[src/rtl/regfile_dump_reader_if.sv]
// Debug-dump bus: register-file read port, CPU stall, and the (addr, data)
// valid/ready stream toward the display path.
interface regfile_dump_reader_if #(
  parameter int ADDRESS_WIDTH = 5,
  parameter int DATA_WIDTH    = 32
);
  logic                     start;
  logic [ADDRESS_WIDTH-1:0] rf_read_addr;
  logic [DATA_WIDTH-1:0]    rf_read_data;
  logic                     cpu_stall;
  logic                     dump_valid;
  logic                     dump_ready;
  logic [ADDRESS_WIDTH-1:0] dump_addr;
  logic [DATA_WIDTH-1:0]    dump_data;
  logic                     busy;
  logic                     done;

  modport master (
    input  start, rf_read_data, dump_ready,
    output rf_read_addr, cpu_stall, dump_valid, dump_addr, dump_data, busy, done
  );

  modport slave (
    output start, rf_read_data, dump_ready,
    input  rf_read_addr, cpu_stall, dump_valid, dump_addr, dump_data, busy, done
  );
endinterface

[src/rtl/regfile_dump_reader.sv]
// Stalls the CPU and streams a coherent snapshot of every register out as
// (addr, data) words, then pulses done and releases the stall.
module regfile_dump_reader #(
  parameter int ADDRESS_WIDTH = 5,
  parameter int DATA_WIDTH    = 32
) (
  input  logic                  clk,
  input  logic                  reset,
  regfile_dump_reader_if.master bus
);
  typedef enum logic [1:0] {IDLE, SCAN, DRAIN, DONE} state_t;

  localparam logic [ADDRESS_WIDTH-1:0] LAST_ADDR = '1;

  state_t                   r_state, w_next;
  logic [ADDRESS_WIDTH-1:0] r_cnt;
  logic                     r_valid;
  logic [ADDRESS_WIDTH-1:0] r_addr;
  logic [DATA_WIDTH-1:0]    r_data;
  logic                     w_load;
  logic                     w_hs;

  always_comb begin
    w_next = r_state;
    w_load = 1'b0;
    w_hs   = r_valid && bus.dump_ready;
    case (r_state)
      IDLE:    if (bus.start) w_next = SCAN;
      SCAN: begin
        // refill the output register whenever it is empty or being drained
        w_load = !r_valid || bus.dump_ready;
        if (w_load && r_cnt == LAST_ADDR) w_next = DRAIN;
      end
      DRAIN:   if (w_hs) w_next = DONE;
      DONE:    w_next = IDLE;
      default: w_next = IDLE;
    endcase
  end

  always_ff @(posedge clk) begin
    if (reset) begin
      r_state <= IDLE;
      r_cnt   <= '0;
      r_valid <= 1'b0;
      r_addr  <= '0;
      r_data  <= '0;
    end else begin
      r_state <= w_next;
      if (r_state == IDLE) r_cnt <= '0;
      if (w_load) begin
        r_data  <= bus.rf_read_data;
        r_addr  <= r_cnt;
        r_valid <= 1'b1;
        r_cnt   <= r_cnt + 1'b1;
      end else if (r_state == DRAIN && w_hs) begin
        r_valid <= 1'b0;
      end
    end
  end

  assign bus.rf_read_addr = r_cnt;
  assign bus.busy         = (r_state == SCAN) || (r_state == DRAIN);
  assign bus.cpu_stall    = bus.busy;
  assign bus.done         = (r_state == DONE);
  assign bus.dump_valid   = r_valid;
  assign bus.dump_addr    = r_addr;
  assign bus.dump_data    = r_data;
endmodule

[src/flat_wrapper.sv]
// flat-port wrapper written by rule: the top's interface ports become plain ports
module regfile_dump_reader_flat 
#(
  parameter int ADDRESS_WIDTH = 5,
  parameter int DATA_WIDTH    = 32
)
  (clk, reset, bus_start, bus_rf_read_data, bus_dump_ready, bus_rf_read_addr, bus_cpu_stall, bus_dump_valid, bus_dump_addr, bus_dump_data, bus_busy, bus_done);
  regfile_dump_reader_if #(.ADDRESS_WIDTH(ADDRESS_WIDTH), .DATA_WIDTH(DATA_WIDTH)) bus_i ();
  input  logic clk;
  input  logic reset;
  input wire logic [$bits(bus_i.start)-1:0] bus_start;
  input wire logic [$bits(bus_i.rf_read_data)-1:0] bus_rf_read_data;
  input wire logic [$bits(bus_i.dump_ready)-1:0] bus_dump_ready;
  output wire logic [$bits(bus_i.rf_read_addr)-1:0] bus_rf_read_addr;
  output wire logic [$bits(bus_i.cpu_stall)-1:0] bus_cpu_stall;
  output wire logic [$bits(bus_i.dump_valid)-1:0] bus_dump_valid;
  output wire logic [$bits(bus_i.dump_addr)-1:0] bus_dump_addr;
  output wire logic [$bits(bus_i.dump_data)-1:0] bus_dump_data;
  output wire logic [$bits(bus_i.busy)-1:0] bus_busy;
  output wire logic [$bits(bus_i.done)-1:0] bus_done;
  assign bus_i.start = bus_start;
  assign bus_i.rf_read_data = bus_rf_read_data;
  assign bus_i.dump_ready = bus_dump_ready;
  assign bus_rf_read_addr = bus_i.rf_read_addr;
  assign bus_cpu_stall = bus_i.cpu_stall;
  assign bus_dump_valid = bus_i.dump_valid;
  assign bus_dump_addr = bus_i.dump_addr;
  assign bus_dump_data = bus_i.dump_data;
  assign bus_busy = bus_i.busy;
  assign bus_done = bus_i.done;
  regfile_dump_reader #(.ADDRESS_WIDTH(ADDRESS_WIDTH), .DATA_WIDTH(DATA_WIDTH)) u_core (.clk(clk), .reset(reset), .bus(bus_i));
endmodule
[config.mk]
export PLATFORM = sky130hd
export DESIGN_NAME = regfile_dump_reader_flat
export DESIGN_NICKNAME = d
export VERILOG_FILES = /design/src/rtl/regfile_dump_reader_if.sv /design/src/rtl/regfile_dump_reader.sv /design/src/flat_wrapper.sv
export SDC_FILE = /design/constraint.sdc
export NUM_CORES = 1
export LEC_CHECK = 0
export CAP_MARGIN = 20
export CORE_AREA = 2 2 62 75
export CTS_CLUSTER_SIZE = 10
export DETAILED_ROUTE_END_ITERATION = 10
export DIE_AREA = 0 0 64 77
export GPL_TIMING_DRIVEN = 0
export PLACE_DENSITY = 0.82
export SYNTH_ARGS = -nofsm -noshare
export SYNTH_HDL_FRONTEND = slang
export SYNTH_SLANG_ARGS = --single-unit
[constraint.sdc]
create_clock -name clk -period 3.25 [get_ports clk]
set_input_delay 0.65 -clock clk [delete_from_list [all_inputs] [get_ports clk]]
set_output_delay 0.65 -clock clk [all_outputs]
set_load 0.01 [all_outputs]
# == Word level (Yosys, flattened, before mapping) ==
# Cells that the tools add are included.
# totals
ff_bits,45
in_bits,36
out_inout_bits,46
wordCells,32
# op_classes
n_addsub,1
n_eq_ne,7
n_mux,9
n_reduce_logical,10
# op_table
cell,n
5-bit 2-to-1 mux,2
2-bit case mux with 4 select lines,1
2-bit 2-to-1 mux,3
"5-bit by 1-bit adder with 5-bit output, second input constant",1
"5-bit == test, second input constant",1
"2-bit == test, second input constant",2
"2-bit by 1-bit != test with 1-bit output, second input constant",2
2-bit nonzero test,2
1-bit logical AND,3
1-bit 2-to-1 mux,3
3-bit AND reduction,1
"2-bit by 1-bit == test with 1-bit output, second input constant",1
2-bit zero test,1
1-bit logical OR,2
"2-bit != test, second input constant",1
1-bit zero test,1

# == Depth between registers and ports, before layout ==
# Gate-level depths: netlist of the first run.
# depth
depth_word,5
ltp_mapped,7
ltp_nobuf,6

# == Worst setup path before layout of the first run ==
# Ideal clock, no wire load.
# synth_timing
path_kind,register to output
start,register u_core.r_state[0]
end,output port bus_cpu_stall
arrival_ns,0.924
required_ns,2.600
slack_ns,1.676
stages_incl_launch_ff,4
path_buffers,1
path_cell_list,dfxtp_1 > inv_1 > ha_1 > buf_4
# synth_via
elab_chain_cells,2
word_cells_on_any_way,3
cone_classes,eq/ne (2); reduce/logical (1)
# synth_rtl
element,line_no,text
start: declaration,regfile_dump_reader.sv:15,"state_t r_state, w_next;"
start signal: assignment,regfile_dump_reader.sv:48,r_state <= w_next;
2-bit by 1-bit == test with 1-bit output / 2-bit == test (equally long branches),regfile_dump_reader.sv:62,assign bus.busy = (r_state == SCAN) || (r_state == DRAIN);
1-bit logical OR *,regfile_dump_reader.sv:62,
end: declaration,flat_wrapper.sv:15,output wire logic [$bits(bus_i.cpu_stall)-1:0] bus_cpu_stall;
# Mark *: on every way between the ends. The rest lies on a longest branch, timed or not.

# == Worst setup path after layout of the first run ==
# Same ends and word-level chain as after synthesis.

==> summary.md, run 1 <==
| Metric | Value |
|---|---|
| Synth area leader | dfxtp_1 |
| CTS clock-pin slew for the worst setup and hold paths | 80 ps |
| Syn Nets | 259 |
| Clk Latency, worst-skew pair | 290 ps |
| Setup CP Type | reg2out |
| CTS Buffer Depth | 2 |
| RSZ-0062 raised after global routing | no |
| # Max-Cap Violations | 0 |
| FF-to-FF End | u_core.r_state[0]$_SDFFE_PP0P_ |
| Setup Buffers After CTS | 0 |
| Port buffer count | 81 |
| H-tree levels | 2 |
| Reg2reg path depth | 6 |
| Fin util | 66.0% |
| Crit share post-route | 72.7% |
| Avg Inst Size Synth | 8.28 sq um |
| Diode count | 0 |
| CTS Root Cell | clkbuf_8 |
| Largest net degree at the start of global routing | 14 |
| Slew headroom | 68.4% |
| Net Switching | 0.000630 W |
| Max Transition Viols Final | 0 |
| Row cnt | 26 |
| Yosys warns | 0 |
| Worst-margin pin slew | 474 ps |
| Initial Utilization | 42.6% |
| Fill cell count | 367 |
| Leak pwr | 1.01 nW |
| Clock power frac | 19.3% |
| R2r setup slk | 1560 ps |
| Pre-antenna DRT Iters | 4 |
| Area added between synthesis and finish | 54.9% |
| Hold buffers post-CTS | 0 |
| CTS tree | yes |
| Drc violations | 0 |
| FF-to-FF Start | u_core.bus.rf_read_addr[0]$_SDFFE_PP0P_ |
| CP required | 2600 ps |
| Outcome | complete, no violations |
| Hold WC Path Type | reg2reg |
| Crit path arrival time | 1710 ps |
| CP max FO | 4 |
| Core box area | 0.00420 sq mm |
| Switching Fraction | 33.1% |
| Share of cells above drive strength 1 | 7.21% |
| Via count | 1678 |
| Post-CTS sizing | 0 |
| Detail-routed via count per cell | 4.65 |
| Die Area | 0.00493 sq mm |
| Drt wl/cell | 11.3 um |
| Internal | 0.00127 W |
| Hold Vio Cnt, Final | 0 |
| Final nets | 347 |
| Setup crit start | u_core.r_state[0]$_SDFFE_PP0P_ |
| Cell variety after synth | 23 |
| Cts bufs inserted | 5 |
| Reg power frac | 37.7% |
| Setup violations, final | 0 |
| Setup Skew | 8.54 ps |
| Pwr dens | 686 mW/mm^2 |
| Total GRT Usage | 16.6% |
| Share of the yosys chip area belonging to registers | 50.4% |
| Initial antenna violation count | 0 |
| CP Capture Point | bus_cpu_stall |
| DIE WIDTH | 64 um |
| Synth Register Bits | 45 |
| Placed cells | 353 |
| Comb pwr share | 43.0% |
| Antenna-violating nets left | 0 |
| DR iter-0 viols | 105 |
| GR Overflow Total | 0 |
| Setup TNS after final layout | 0 ps |
| Largest cells by area after synthesis | dfxtp_1, nand2_1, a21oi_1, ha_1, buf_6 |
| First-pass GRT wire length | 6.64 mm |
| Tmin final | 2360 ps |
| Netlist Area Pre-Place | 0.00179 sq mm |
| Fmax | 423 MHz |
| GPL Wtd Cong | 0.741 |
| Worst vdd ir | 0.354 mV |
| CTS Sinks | 45 |
| Post-Synthesis Cells | 216 |
| Die Y | 77 um |
| # IOs | 82 |
| CP startpoint kind | flip-flop |
| Crit path capture type | primary output |
| Final Non-Filler Cells | 361 |
| Final wirelength | 4.08 mm |
| Synth top area share | 50.4% |
| Vias in the first global route | 1512 |
| Worst hold margin | 456 ps |
| HPWL after detailed placement | 2.98 mm |
-- power groups by stage --
| stage | clock network, W | logic, W | registers (W) |
|---|---|---|---|
| after global placement | 0 | 0.000814 | 0.000727 |
| after global routing | 0.000405 | 0.000896 | 0.000730 |
| after CTS | 0.000380 | 0.000831 | 0.000718 |
| final | 0.000367 | 0.000817 | 0.000717 |
| after detailed placement | 0 | 0.000825 | 0.000732 |
| after floorplan | 0 | 0.000424 | 0.000771 |
-- routing by layer --
layer	routed length, um	global-route usage [%]	vias to the layer above
met4	59	6.30	0
met5	0	0	-
met3	271	5.72	7
met1	1720	17.9	743
li1	-	-	877
met2	2030	29.4	51
-- registers in the layout (all words and copies together), names as in the netlist --
signal and count:
u_core.r_state 2, u_core.bus.dump_valid 1, u_core.bus.dump_addr 5, u_core.bus.rf_read_addr 5, u_core.bus.dump_data 32
-- worst max-delay path, cell delays in order (launching register included) --
cell and delay [ps]:
dfxtp_1 370, inv_1 100, ha_1 320, buf_4 110, clkdlybuf4s50_1 520
-- synthesized netlist by cell type --
cell type / n
mux2i_1: 1
a21boi_0: 1
a21oi_1: 44
buf_2: 3
buf_6: 5
nor2_1: 5
o21ai_0: 2
ha_1: 7
nand3_1: 1
a211oi_2: 1
a22o_1: 1
a211oi_1: 1
nand2_1: 79
nand3b_1: 2
clkbuf_1: 4
and2_1: 1
nand2b_4: 1
a41oi_2: 1
buf_4: 3
and3_1: 1
inv_1: 5
o41ai_1: 2
dfxtp_1: 45
-- how the worst min path moves through the flow --
stage / from / endpoint / slack (ps) / cells past startpoint
6_report: u_core.bus.dump_data[27]$_SDFFE_PP0P_ / u_core.bus.dump_data[27]$_SDFFE_PP0P_ / 460 / 2
5_1_grt: u_core.bus.dump_data[10]$_SDFFE_PP0P_ / u_core.bus.dump_data[10]$_SDFFE_PP0P_ / 470 / 2
4_1_cts: u_core.bus.dump_data[10]$_SDFFE_PP0P_ / u_core.bus.dump_data[10]$_SDFFE_PP0P_ / 460 / 2
3_5_place_dp: u_core.bus.dump_addr[2]$_SDFFE_PP0P_ / u_core.bus.dump_addr[2]$_SDFFE_PP0P_ / 450 / 2
3_3_place_gp: u_core.bus.dump_data[15]$_SDFFE_PP0P_ / u_core.bus.dump_data[15]$_SDFFE_PP0P_ / 440 / 2
2_1_floorplan: u_core.bus.dump_addr[0]$_SDFFE_PP0P_ / u_core.bus.dump_addr[0]$_SDFFE_PP0P_ / 480 / 2
-- cell usage in the layout (no fill, tap or decap), types with 2 or more instances in the layout --
cell / n
o21ai_0: 2
nor2_1: 5
nand2_1: 79
ha_1: 7
o41ai_1: 2
a21oi_1: 44
buf_2: 3
inv_1: 5
buf_6: 5
clkbuf_1: 4
buf_4: 3
clkdlybuf4s50_1: 81
clkbuf_8: 7
dfxtp_1: 45
nand3b_1: 2
-- through the flow --
step                      worst slack [ps]  power (W)  area, sq um
after floorplan                       1680    0.00120         1790
after CTS                              859    0.00193         2770
final                                  886    0.00190         2770
after detailed placement              1050    0.00156         2670
after global placement                1090    0.00154         2670
after global routing                   796    0.00203         2770
-- cells by family (layout without fill, tap and decap cells) --
family / after synthesis / count (layout) / synth area share, %
multiplexers: 1 / 1 / 0.560
adder cells (fa/ha/maj): 7 / 7 / 4.90
flip-flops: 45 / 45 / 50.4
AO/OA/AOI/OAI: 53 / 53 / 16.8
buffers and inverters: 20 / 109 / 7.14
AND/OR/NAND/NOR: 90 / 90 / 20.2
-- area by class of cell --
cell class / count / area, sq um / share of cell area [%]
Buffer: 15 / 109 / 3.93
Clock inverter: 1 / 5.00 / 0.181
Timing Repair Buffer: 81 / 811 / 29.3
Tap cell: 56 / 70.1 / 2.53
Inverter: 5 / 18.8 / 0.678
Sequential cell: 45 / 901 / 32.5
Multi-Input combinational cell: 151 / 759 / 27.4
Clock buffer: 7 / 96.3 / 3.48
No activity file was read; power rests on OpenSTA's default activity.
==> run 2: changes to the inputs <==
CORE_AREA = 2 2 67 82   (was 2 2 62 75)
DIE_AREA = 0 0 69 84   (was 0 0 64 77)
PLACE_DENSITY = 0.74   (was 0.82)
clock period = 2 ns   (was 3.25 ns; I/O delays follow)
==> run 2 against run 1 <==
Effect of this change:
- utilization shrank 11 points
- critical path type unchanged
- die area rose by 18%
- cell area up 0.23%
==> summary.md, run 2 (synthesis gave the netlist of run 1 again) <==
| Metric | Value |
|---|---|
| Share of cells above drive strength 1 | 8.22% (+1.0 points) |
| Die Area | 0.00580 sq mm (+18%) |
| Die Y | 84 um (+9.1%) |
| Max FFs per register | 32 (unchanged) |
| CTS clock-pin slew for the worst setup and hold paths | 80 ps (about the same) |
| Hold Vio Cnt, Final | 0 (unchanged) |
| Setup crit start | u_core.r_state[1]$_SDFFE_PP0P_ |
| CP Capture Point | bus_busy |
| Cts bufs inserted | 5 (unchanged) |
| Final nets | 347 (unchanged) |
| GPL Wtd Cong | 0.748 (+1.0%) |
| CTS Buffer Depth | 2 (unchanged) |
| Total GRT Usage | 15.2% (-1.5 points) |
| Hold buffers post-CTS | 0 (unchanged) |
| Worst hold path stage count | 2 (unchanged) |
| GRT busiest layer | met2 |
| Worst vdd ir | 0.759 mV (+110%) |
| Setup CP Type | reg2out |
| CP startpoint kind | flip-flop |
| Pwr dens | 1110 mW/mm^2 (+62%) |
| CTS tree | yes |
| Drt wl/cell | 11.7 um (+3.5%) |
| R2r setup slk | 280 ps (-1280 ps) |
| # IOs | 82 (unchanged) |
| Slew headroom | 68.1% (-0.33 points) |
| GR Overflow Total | 0 (unchanged) |
| Setup violations, final | 0 (unchanged) |
| Total power | 0.00308 W (+62%) |
| RSZ-0062 raised after global routing | no |
| CP max FO | 4 (unchanged) |
| Setup Skew | 7.11 ps (-1.43 ps) |
| Setup TNS after final layout | 0 ps (unchanged) |
| Reg2reg path depth | 6 (unchanged) |
| H-tree levels | 2 (unchanged) |
| Pre-antenna DRT Iters | 4 (unchanged) |
| # Max-Cap Violations | 0 (unchanged) |
| FF-to-FF Start | u_core.bus.rf_read_addr[0]$_SDFFE_PP0P_ |
| Most common cell after layout, fill and taps aside | clkdlybuf4s50_1 |
| Fmax | 522 MHz |
| Max Transition Viols Final | 0 (unchanged) |
| Most frequent cells in the layout | clkdlybuf4s50_1, nand2_1, a21oi_1, dfxtp_1 |
| Clk Latency, worst-skew pair | 290 ps (about the same) |
| Crit path arrival time | 1510 ps (-200 ps) |
| CTS Sinks | 45 (unchanged) |
| Core box area | 0.00508 sq mm (+21%) |
| Leak pwr | 1.01 nW (-0.52%) |
| CP required | 1600 ps (-1000 ps) |
| Row cnt | 29 (+12%) |
| Placed cells | 359 (+1.7%) |
| Area added between synthesis and finish | 55.3% |
| Met1 Use GR | 16.6% (-1.3 points) |
| Outcome | complete, no violations |
| Via count | 1685 (+0.42%) |
| Diode count | 0 (unchanged) |
| CTS Root Cell | clkbuf_8 |
| Vias in the first global route | 1650 (+9.1%) |
| DR iter-0 viols | 72 (-31%) |
| Met2 Use GR | 26.7% (-2.6 points) |
| Largest net degree at the start of global routing | 13 (-1) |
| Port buffer count | 81 (unchanged) |
| Drc violations | 0 (unchanged) |
| Initial Utilization | 35.2% (-7.4 points) |
| Crit share post-route | 95.7% |
| Detail-routed via count per cell | 4.60 (-0.95%) |
| Fill cell count | 511 (+39%) |
| Tmin final | 1910 ps |
| Initial antenna violation count | 0 (unchanged) |
| GRT met3 Usage | 5.07% (-0.65 points) |
| First-pass GRT wire length | 7.22 mm (+8.8%) |
| DIE WIDTH | 69 um (+7.8%) |
| Worst-margin pin slew | 479 ps (+4.93 ps) |
| FF-to-FF End | u_core.r_state[0]$_SDFFE_PP0P_ |
| Antenna-violating nets left | 0 (unchanged) |
| Crit path capture type | primary output |
| Final wirelength | 4.28 mm (+5.0%) |
| Hold WC Path Type | reg2reg |
| HPWL after detailed placement | 3.16 mm (+5.9%) |
| Final Non-Filler Cells | 366 (+1.4%) |
-- run 2: cell count changes in the layout (fill, tap and decap cells not counted), sizes merged --
cell	before	now
clkdlybuf4s50	81	80
clkinv	1	0
dlygate4sd2	0	1
-- run 2: layout make-up --
type	count	area (sq um)	area share (%)
plain buffers	15	109	3.92
clock buffers	7	86.3	3.11
inverters	5	18.8	0.676
multi-input cells	151	772	27.8
flip-flops and latches	45	903	32.5
well taps	62	77.6	2.79
repair buffers	81	810	29.2
-- run 2: worst min path at each step --
stage,start,end,slack [ps]
after floorplan,u_core.bus.dump_addr[0]$_SDFFE_PP0P_,u_core.bus.dump_addr[0]$_SDFFE_PP0P_,480
after global placement,u_core.bus.dump_data[3]$_SDFFE_PP0P_,u_core.bus.dump_data[3]$_SDFFE_PP0P_,440
after detailed placement,u_core.bus.dump_data[13]$_SDFFE_PP0P_,u_core.bus.dump_data[13]$_SDFFE_PP0P_,450
after CTS,u_core.bus.dump_data[13]$_SDFFE_PP0P_,u_core.bus.dump_data[13]$_SDFFE_PP0P_,460
after global routing,u_core.bus.dump_data[7]$_SDFFE_PP0P_,u_core.bus.dump_data[7]$_SDFFE_PP0P_,480
final,u_core.bus.dump_data[13]$_SDFFE_PP0P_,u_core.bus.dump_data[13]$_SDFFE_PP0P_,450
-- run 2: where the power goes --
| group | leakage, nW | internal, W | switching [W] |
|---|---|---|---|
| Clock | 0.0443 | 0.000274 | 0.000280 |
| Sequential | 0.367 | 0.00107 | 0.000104 |
| Combinational | 0.595 | 0.000700 | 0.000656 |
-- run 2: repair_timing --
action / 4_1_cts / 5_1_grt
setup buffers: 0 / 0
resized for setup: 6 / 0
endpoints found under the setup margin: 2 / 0
endpoints found under the hold margin: 0 / 0
-- run 2: critical path, stage by stage (launching register included) --
cell and delay, ps:
dfxtp_2 360, inv_2 70, ha_4 270, clkdlybuf4s50_1 530
-- run 2: per-layer routing --
layer	share of wire [%]	vias up
met1	43	752
met3	5.6	7
met5	0	-
met2	49	48
met4	1.5	0
li1	-	878
-- run 2: metrics by stage --
stage / hold WS [ps] / worst slack, ps / util (%) / cell area (sq um)
after detailed placement: 448 / 59.3 / 52.7 / 2680
after global placement: 442 / 85.1 / 52.7 / 2680
after global routing: 475 / 25.4 / 54.7 / 2780
final: 453 / 85.8 / 54.7 / 2780
after floorplan: 481 / 509 / - / 1790
after CTS: 458 / 68.2 / 54.7 / 2780
